**config.mk**
```make
export PLATFORM = sky130hd
export DESIGN_NAME = johnson_decoder
export DESIGN_NICKNAME = d
export VERILOG_FILES = /design/src/rtl/johnson_pkg.sv /design/src/rtl/johnson_code_check.sv /design/src/rtl/johnson_decoder.sv
export SDC_FILE = /design/constraint.sdc
export NUM_CORES = 1
export LEC_CHECK = 0
export CAP_MARGIN = 20
export CORE_MARGIN = 1.5
export CORE_UTILIZATION = 25
export CTS_CLUSTER_DIAMETER = 40
export DETAILED_ROUTE_END_ITERATION = 6
export SYNTH_ARGS = -nofsm -noshare
export SYNTH_HDL_FRONTEND = slang
export SYNTH_HIERARCHICAL = 1
export SYNTH_SLANG_ARGS = --single-unit
```
**constraint.sdc**
```tcl
create_clock -name clk -period 3.4 [get_ports clk]
set_clock_uncertainty 0.1 [all_clocks]
set_input_delay 0.34 -clock clk [delete_from_list [all_inputs] [get_ports clk]]
set_output_delay 0.34 -clock clk [all_outputs]
set_load 0.1 [all_outputs]
```
**src/rtl/johnson_pkg.sv**
```systemverilog
// Shared types and helpers for Johnson-code decoding.
// Used by the decoder top and the combinational code checker.
package johnson_pkg;

    typedef enum logic [1:0] {
        UNLOCKED = 2'd0,
        ACQUIRE  = 2'd1,
        LOCKED   = 2'd2
    } lock_state_t;

    localparam int ERR_W = 8;

    function automatic int next_idx(input int prev, input int n);
        return (prev + 1 >= 2 * n) ? 0 : prev + 1;
    endfunction

endpackage

```
**src/rtl/johnson_code_check.sv**
```systemverilog
// Combinational Johnson-code checker: legality flag and binary index.
// Index is meaningful only when o_legal is set.
module johnson_code_check #(
    parameter int N  = 3,
    parameter int IW = $clog2(2 * N)
) (
    input  logic [N-1:0]  i_code,
    output logic          o_legal,
    output logic [IW-1:0] o_idx
);

    logic [N-2:0]  w_diff;
    logic [IW-1:0] w_pc;

    // A Johnson code has at most one 0/1 boundary between adjacent stages
    assign w_diff  = i_code[N-1:1] ^ i_code[N-2:0];
    assign o_legal = ((w_diff & (w_diff - 1'b1)) == '0);

    always_comb begin
        w_pc = '0;
        for (int i = 0; i < N; i++) begin
            w_pc = w_pc + IW'(i_code[i]);
        end
    end

    assign o_idx = i_code[N-1] ? (IW'(2 * N) - w_pc) : w_pc;

endmodule

```
**src/rtl/johnson_decoder.sv**
```systemverilog
// Johnson-count decoder with lock qualification, step checking
// and a saturating error counter.
module johnson_decoder
    import johnson_pkg::*;
#(
    parameter int N          = 3,
    parameter int LOCK_CNT   = 4,
    parameter int ALLOW_HOLD = 1,
    localparam int IW        = $clog2(2 * N)
) (
    input  logic             clk,
    input  logic             reset,
    input  logic             in_valid,
    input  logic [N-1:0]     code,
    input  logic             clr_err,
    output logic             out_valid,
    output logic [IW-1:0]    idx,
    output logic [2*N-1:0]   onehot,
    output logic             code_err,
    output logic             seq_err,
    output logic             locked,
    output logic [ERR_W-1:0] err_count
);

    localparam logic [3:0] LC = 4'(LOCK_CNT);

    lock_state_t r_state;
    lock_state_t w_state_nxt;

    logic [3:0]       r_run;
    logic [3:0]       w_run_nxt;
    logic [IW-1:0]    r_prev;
    logic [IW-1:0]    r_idx;
    logic [2*N-1:0]   r_onehot;
    logic             r_out_valid;
    logic             r_code_err;
    logic             r_seq_err;
    logic [ERR_W-1:0] r_err_count;

    logic             w_legal;
    logic [IW-1:0]    w_idx;
    logic [IW-1:0]    w_succ;
    logic             w_step_ok;
    logic [2*N-1:0]   w_onehot;
    logic             w_code_err;
    logic             w_seq_err;
    logic             w_err_evt;

    johnson_code_check #(
        .N  (N),
        .IW (IW)
    ) u_check (
        .i_code  (code),
        .o_legal (w_legal),
        .o_idx   (w_idx)
    );

    assign w_succ    = IW'(next_idx(int'(r_prev), N));
    assign w_step_ok = (w_idx == w_succ) ||
                       ((ALLOW_HOLD != 0) && (w_idx == r_prev));

    always_comb begin
        w_onehot = '0;
        for (int i = 0; i < 2 * N; i++) begin
            w_onehot[i] = (w_idx == IW'(i));
        end
    end

    always_comb begin
        w_state_nxt = r_state;
        w_run_nxt   = r_run;
        w_code_err  = 1'b0;
        w_seq_err   = 1'b0;
        w_err_evt   = 1'b0;
        if (in_valid) begin
            w_code_err = !w_legal;
            unique case (r_state)
                UNLOCKED: begin
                    if (w_legal) begin
                        w_run_nxt   = 4'd1;
                        w_state_nxt = (LC == 4'd1) ? LOCKED : ACQUIRE;
                    end
                end
                ACQUIRE: begin
                    if (w_legal && w_step_ok) begin
                        w_run_nxt = r_run + 4'd1;
                        if (w_run_nxt >= LC) begin
                            w_state_nxt = LOCKED;
                        end
                    end else begin
                        w_run_nxt   = 4'd0;
                        w_state_nxt = UNLOCKED;
                    end
                end
                LOCKED: begin
                    if (!w_legal || !w_step_ok) begin
                        w_seq_err   = w_legal;
                        w_err_evt   = 1'b1;
                        w_run_nxt   = 4'd0;
                        w_state_nxt = UNLOCKED;
                    end
                end
                default: begin
                    w_run_nxt   = 4'd0;
                    w_state_nxt = UNLOCKED;
                end
            endcase
        end
    end

    always_ff @(posedge clk or negedge reset) begin
        if (!reset) begin
            r_state <= UNLOCKED;
            r_run   <= 4'd0;
        end else begin
            r_state <= w_state_nxt;
            r_run   <= w_run_nxt;
        end
    end

    // Illegal codes leave idx and the step reference untouched
    always_ff @(posedge clk or negedge reset) begin
        if (!reset) begin
            r_out_valid <= 1'b0;
            r_code_err  <= 1'b0;
            r_seq_err   <= 1'b0;
            r_prev      <= '0;
            r_idx       <= '0;
            r_onehot    <= '0;
        end else begin
            r_out_valid <= in_valid;
            r_code_err  <= w_code_err;
            r_seq_err   <= w_seq_err;
            if (in_valid && w_legal) begin
                r_prev   <= w_idx;
                r_idx    <= w_idx;
                r_onehot <= w_onehot;
            end else if (in_valid) begin
                r_onehot <= '0;
            end
        end
    end

    always_ff @(posedge clk or negedge reset) begin
        if (!reset) begin
            r_err_count <= '0;
        end else if (clr_err) begin
            r_err_count <= w_err_evt ? ERR_W'(1) : '0;
        end else if (w_err_evt && (r_err_count != '1)) begin
            r_err_count <= r_err_count + 1'b1;
        end
    end

    assign out_valid = r_out_valid;
    assign idx       = r_idx;
    assign onehot    = r_onehot;
    assign code_err  = r_code_err;
    assign seq_err   = r_seq_err;
    assign locked    = (r_state == LOCKED);
    assign err_count = r_err_count;

endmodule

```
**Word level (Yosys, flattened, before mapping)**

Cells that the tools add are included.

- Bits in read-only memories: 0
- Memories: 0
- Memory bits (writable): 0
- Bits in latches: 0
- Logic and storage cells: 69
- Register bits after elaboration: 26
- Output and inout port bits: 21
- Bits of input ports: 7

- $add $sub $neg: 7
- Div/mod/pow operators: 0
- $lt $le $gt $ge: 2
- Equality and inequality tests: 13
- Bitwise operators: 2
- $mul: 0
- Reductions and logical operators: 14
- Shift operators: 0
- Mux-type cells: 23

Operator list:

| operator | number |
|---|---|
| two-way mux 8 bit | 2 |
| two-way mux 4 bit | 3 |
| two-way mux 6 bit | 2 |
| one-hot mux 4 bit (3 select lines) | 1 |
| adder 8 x 1 -> 8 bit (second input constant) | 1 |
| >= comparator 4 x 3 -> 1 bit (second input constant) | 2 |
| two-way mux 1 bit | 8 |
| two-way mux 2 bit | 4 |
| inequality test 8 bit (second input constant) | 1 |
| == test 3 x 2 -> 1 bit (second input constant) | 2 |
| == test 3 bit | 2 |
| == test 3 bit (second input constant) | 2 |
| two-way mux 3 bit | 2 |
| one-hot mux 2 bit (3 select lines) | 1 |
| adder 3 x 1 -> 4 bit (second input constant) | 1 |
| adder 4 x 1 -> 4 bit (second input constant) | 1 |
| logical NOT 2 bit | 2 |
| AND reduction 4 bit | 1 |
| nonzero test 2 bit | 2 |
| adder 3 x 1 -> 3 bit | 1 |
| == test 3 x 1 -> 1 bit (second input constant) | 1 |
| logical AND 1 bit | 3 |
| logical NOT 3 bit | 1 |
| inequality test 3 bit (second input constant) | 1 |
| other kinds (12) | 14 |

**Longest topological paths before layout**

- Depth in word-level cells: 14
- Mapped depth: 12

**Hierarchy**

Netlist, hierarchy kept.

Modules (own cells, without submodules):

| module | cells an instance | instances | area each (sq um) | sequential area each (sq um) |
|---|---|---|---|---|
| johnson_decoder | 168 | 1 | 1,534.0 | 650.6 |
| johnson_code_check | 10 | 1 | 67.6 | 0.0 |

**Worst setup path after synthesis**

No wires, ideal clock.

- Kind: register to register
- Start point: register idx[1] (netlist name)
- End point: register r_err_count[6], in the netlist err_count[6]
- Data required time: 3.172 ns
- Path buffers: 0
- Setup time: 0.128 ns
- Cell stages (with the launch flop): 9
- Path slack: 0.161 ns
- Arrival: 3.012 ns
- Clock period less this slack: 3.239 ns
- Cell sequence: dfrtp_1 -> inv_1 -> ha_1 -> a21o_2 -> a211o_1 -> and4_1 -> a221o_1 -> nor4b_2 -> mux2_1

RTL lines:

| item | line | source |
|---|---|---|
| to (signal assigned) | johnson_decoder.sv:148 | `r_err_count <= w_err_evt ? ERR_W'(1) : '0;` |
| to (signal assigned) | johnson_decoder.sv:150 | `r_err_count <= r_err_count + 1'b1;` |
| to (decl) | johnson_decoder.sv:38 | `logic [ERR_W-1:0] r_err_count;` |

**Worst setup path in the final report**

- Start point: input code[0]
- End point: register r_err_count[6], in the netlist err_count[6]

- Word-level cells in the longest chain between the ends: 13

RTL lines:

| item | line | source |
|---|---|---|
| from (decl) | johnson_decoder.sv:14 | `input logic [N-1:0] code,` |
| adder 1 x 1 -> 2 bit * | johnson_code_check.sv:22 | `w_pc = w_pc + IW'(i_code[i]);` |
| adder 3 x 1 -> 3 bit * | johnson_code_check.sv:22 |  |
| subtractor 3 bit | johnson_code_check.sv:26 | `assign o_idx = i_code[N-1] ? (IW'(2 * N) - w_pc) : w_pc;` |
| two-way mux 3 bit * | johnson_code_check.sv:26 |  |
| via w_idx[2] | johnson_decoder.sv:41 | `logic [IW-1:0] w_idx;` |
| == test 3 bit, on equally long branches | johnson_decoder.sv:59, johnson_decoder.sv:60 |  |
| logical OR 1 bit * | johnson_decoder.sv:59 | `assign w_step_ok = (w_idx == w_succ) \|\|` |
| logical NOT 1 bit * | johnson_decoder.sv:96 | `if (!w_legal \|\| !w_step_ok) begin` |
| logical OR 1 bit * | johnson_decoder.sv:96 |  |
| two-way mux 1 bit * | johnson_decoder.sv:96 |  |
| two-way mux 1 bit * | johnson_decoder.sv:77 | `unique case (r_state)` |
| two-way mux 1 bit * | johnson_decoder.sv:75 | `if (in_valid) begin` |
| logical AND 1 bit * | johnson_decoder.sv:149 | `end else if (w_err_evt && (r_err_count != '1)) begin` |
| nonzero test 2 bit (no source line) * | n/a |  |

The timed path passes the listed nets; every way through them passes the cells marked *.
A chain may end at the register's enable or synchronous reset.

==> impl_table.tex <==
\begin{tabular}{lr}
\hline
Metric & Value \\
\hline
\multicolumn{2}{l}{\textbf{Synthesis}} \\
Portion of the post-synthesis area used by sequential elements & roughly two fifths \\
Most used flip-flop cell after synthesis & sky130\_fd\_sc\_hd\_\_dfrtp\_1 \\
Syn\_nets & 191 \\
Post-synth ARST share & 100\% \\
Mean area per synthesized cell & 9.00 µm² \\
Number of warnings printed during yosys synthesis & 6 \\
Count of flip-flops with a built-in enable after synthesis & 0 \\
Post-synth design cell area & 1600 µm² \\
Synth unique cells & 52 \\
Number of flip-flops and latches in the synthesized netlist & 26 \\
Cell count after synthesis & 178 \\
\multicolumn{2}{l}{\textbf{Global routing}} \\
Met1 Resource Use GR & 14.2\% \\
First-pass GRT wire length & just over 6 mm \\
Number of global-route vias before repair & 1,320 \\
Met3 track demand over resource in global routing & 1.89\% \\
Global-route usage over all layers & a little over a tenth \\
Total grt overflow & 0 \\
Most congested layer reported by global routing & met2 \\
Maximum number of pins on one net before global-route repair & 27 \\
Met2 layer usage reported by global route & 16.9\% \\
Antenna violations before repair & 0 \\
\multicolumn{2}{l}{\textbf{CTS}} \\
Number of gates resized after cts & 0 \\
CTS tree & built \\
Clock-pin slew of the registers on the worst-case setup and hold paths & 0.09 ns \\
CTS sink count & 26 \\
Latest clock arrival within the worst-skew pair & about 0.26 ns \\
Number of buffers inserted during clock tree synthesis & 3 \\
H-Tree Depth & 1 \\
Root Buffer Master & sky130\_fd\_sc\_hd\_\_clkbuf\_8 \\
Bufs on Longest Clock Path & 2 \\
Post-CTS setup buffers & 0 \\
CTS hold repair buffers & 0 \\
\multicolumn{2}{l}{\textbf{STA}} \\
Transition time at the pin with the least slew margin & 0.970 ns \\
Count of final setup violators & 0 \\
Max Transition Viols Final & 0 \\
Upper clock frequency limit & 0.319 GHz \\
Crit path time final & about 3.1 ns \\
Final period utilization & 92.2\% \\
Setup repair after global routing missed its margin & no \\
Worst-case headroom to the max-slew limit & 35.1\% \\
Worst hold slack & 0.337 ns \\
Sum of negative setup slack & 0 ns \\
Total count of hold-check failures in the final report & 0 \\
\multicolumn{2}{l}{\textbf{Final layout}} \\
Core occupancy in the finished layout & 33.3\% \\
Fraction of final layout cells sized beyond drive strength 1 & 10.7\% \\
Total Nets Final & 220 \\
Fillcell total & 631 \\
N\_diodes & 0 \\
Synth-to-layout area growth & 26.0\% \\
Sequential standard cell area & 651 µm² \\
Commonest cells after routing, fill and taps aside & sky130\_fd\_sc\_hd\_\_dfrtp\_1, sky130\_fd\_sc\_hd\_\_clkdlybuf4s50\_1, sky130\_fd\_sc\_hd\_\_o21ai\_0, sky130\_fd\_sc\_hd\_\_inv\_1, sky130\_fd\_sc\_hd\_\_nand2\_1 \\
Most frequent standard cell in the layout excluding fill and tap cells & sky130\_fd\_sc\_hd\_\_dfrtp\_1 \\
Finished Layout Cells & 281 \\
Area of the multi-input gates & 845 µm² \\
\multicolumn{2}{l}{\textbf{Placed design}} \\
Total instance count after detailed placement & 277 \\
Final GP Congestion & 0.758 \\
Buffers on Ports & 27 \\
HPWL Detailed & around 2.7 mm \\
\multicolumn{2}{l}{\textbf{Setup path}} \\
Largest fanout on the critical path & 6 \\
Critical R2R Capture & err\_count[6] \\
Critical Path AT & roughly 3.2 ns \\
Worst setup SP type & input port \\
Endpoint kind of the worst setup timing path & flip-flop \\
Reg-to-Reg Start & idx[1] \\
WS Path Type & in2reg \\
Register-to-register setup slack & 0.61 ns \\
WP data required & approximately 3.5 ns \\
Reg2reg path depth & 8 \\
\multicolumn{2}{l}{\textbf{Power and ir drop}} \\
Sequential group share of total power & 40.7\% \\
Switching component of the power & between 0.0003 and 0.0004 W \\
Internal & 0.000571 W \\
Switching part of the total power & between 40\% and 50\% \\
Relative contribution of combinational cells to total power & about two fifths \\
Peak supply drop & 0.000158 V \\
Relative contribution of the clock network to total power & between 20 and 25\% \\
Static leakage & 0.855 nW \\
Cell Pwr Density & approximately 480 nW/µm² \\
Total power of the final layout & slightly below 0.001 W \\
\multicolumn{2}{l}{\textbf{Flow run}} \\
Max-capacitance violation count & 0 \\
\multicolumn{2}{l}{\textbf{Routing}} \\
Detailed router's first-iteration violation count & 36 \\
Routed via count & approximately 1.4k \\
Total Routed Length & 3.42 mm \\
Drt wl/cell & 12.2 µm \\
Vias per std cell & about 4.9 \\
Number of DRC violations after detailed routing & 0 \\
First-pass detailed-route iteration total & 4 \\
Count of antenna-violating nets left after detailed routing & 0 \\
\multicolumn{2}{l}{\textbf{Floorplanning}} \\
Die outline area & 6900 µm² \\
Cell row count & 28 \\
Core outline area & between 6000 and 7000 µm² \\
Count of boundary I/O pins & 28 \\
Starting density of the core & 26.4\% \\
Die height & roughly 83 µm \\
Die width & between 80 and 90 µm \\
\multicolumn{2}{l}{\textbf{Min path}} \\
Type of the tightest min-delay check & in2async \\
\multicolumn{2}{l}{\textbf{Run status}} \\
Run status & complete, no violations \\
\hline
\end{tabular}
flip-flops by register name (all words and copies together), names as in the netlist:
| signal | count |
|---|---|
| r_run | 4 |
| code_err | 1 |
| err_count | 8 |
| idx | 3 |
| onehot | 6 |
| out_valid | 1 |
| seq_err | 1 |
| r_state | 2 |
power groups by stage:
| stage | combinational, W | clock [W] | sequential, W |
|---|---|---|---|
| after floorplan | 0.000198 | 0 | 0.000487 |
| after global placement | 0.000373 | 0 | 0.000396 |
| after detailed placement | 0.000377 | 0 | 0.000396 |
| after CTS | 0.000378 | 0.000207 | 0.000391 |
| after global routing | 0.000412 | 0.000220 | 0.000399 |
| final | 0.000376 | 0.000194 | 0.000392 |
stage by stage:
step                worst slack, ns  cell area (µm²)
global route                 0.0640             2020
detailed placement         -0.00614             1960
global placement             0.0613             1960
finish                        0.267             2020
floorplan                     0.161             1600
CTS                           0.275             2020
how the worst max path moves through the flow:
| stage | from | end |
|---|---|---|
| after floorplan | idx[1] | err_count[6] |
| after global placement | code[0] | err_count[6] |
| after detailed placement | code[0] | err_count[6] |
| after CTS | code[0] | err_count[4] |
| after global routing | code[0] | err_count[3] |
| final | code[0] | err_count[6] |
cell families after synthesis:
kind of cell	Yosys count	synth area share, %
and+or+nand+nor	62	21.2
AOI/OAI and AO/OA	46	18.2
DFF	26	40.6
buffers and inverters	25	6.64
xor gates and xnor gates	9	5.39
adders and majority gates	6	5.16
muxes	4	2.81
synth_stat cells (3+ instances only):
library cell | instances | share of area, %
sky130_fd_sc_hd__dfrtp_1 | 26 | 41
sky130_fd_sc_hd__o21ai_0 | 16 | 5.0
sky130_fd_sc_hd__inv_1 | 15 | 3.5
sky130_fd_sc_hd__nand2_1 | 12 | 2.8
sky130_fd_sc_hd__nor2_1 | 11 | 2.6
sky130_fd_sc_hd__nand3_1 | 9 | 2.8
sky130_fd_sc_hd__a21oi_1 | 7 | 2.2
sky130_fd_sc_hd__xor2_1 | 7 | 3.8
sky130_fd_sc_hd__clkbuf_1 | 6 | 1.4
sky130_fd_sc_hd__nor3_1 | 6 | 1.9
sky130_fd_sc_hd__ha_1 | 5 | 3.9
sky130_fd_sc_hd__and3_1 | 3 | 1.2
sky130_fd_sc_hd__mux2_2 | 3 | 2.1
sky130_fd_sc_hd__o21ai_1 | 3 | 0.94
sky130_fd_sc_hd__or3_1 | 3 | 1.2
cell type report:
class | count | area share [%]
timing repair buffer | 34 | 15.7
tap | 75 | 4.65
multi-input combinational | 127 | 41.8
clock buffer | 4 | 2.73
inverter | 15 | 2.79
sequential | 26 | 32.2
worst max-delay path, cell delays in order:
cell and delay (ns):
sky130_fd_sc_hd__clkdlybuf4s50_1 0.48, sky130_fd_sc_hd__inv_1 0.06, sky130_fd_sc_hd__fa_1 0.55, sky130_fd_sc_hd__nor2_1 0.05, sky130_fd_sc_hd__nor2_1 0.19, sky130_fd_sc_hd__buf_4 0.18
sky130_fd_sc_hd__xor2_1 0.16, sky130_fd_sc_hd__nor3_1 0.09, sky130_fd_sc_hd__a221o_1 0.43, sky130_fd_sc_hd__nor4b_2 0.30, sky130_fd_sc_hd__mux2_1 0.34
routing by layer:
layer  vias up  wire length (µm)
met1       651              1630
met5         -                 0
li1        685                 -
met4         0                19
met3         2               154
met2        35              1620
(Power assumes the default switching activity.)
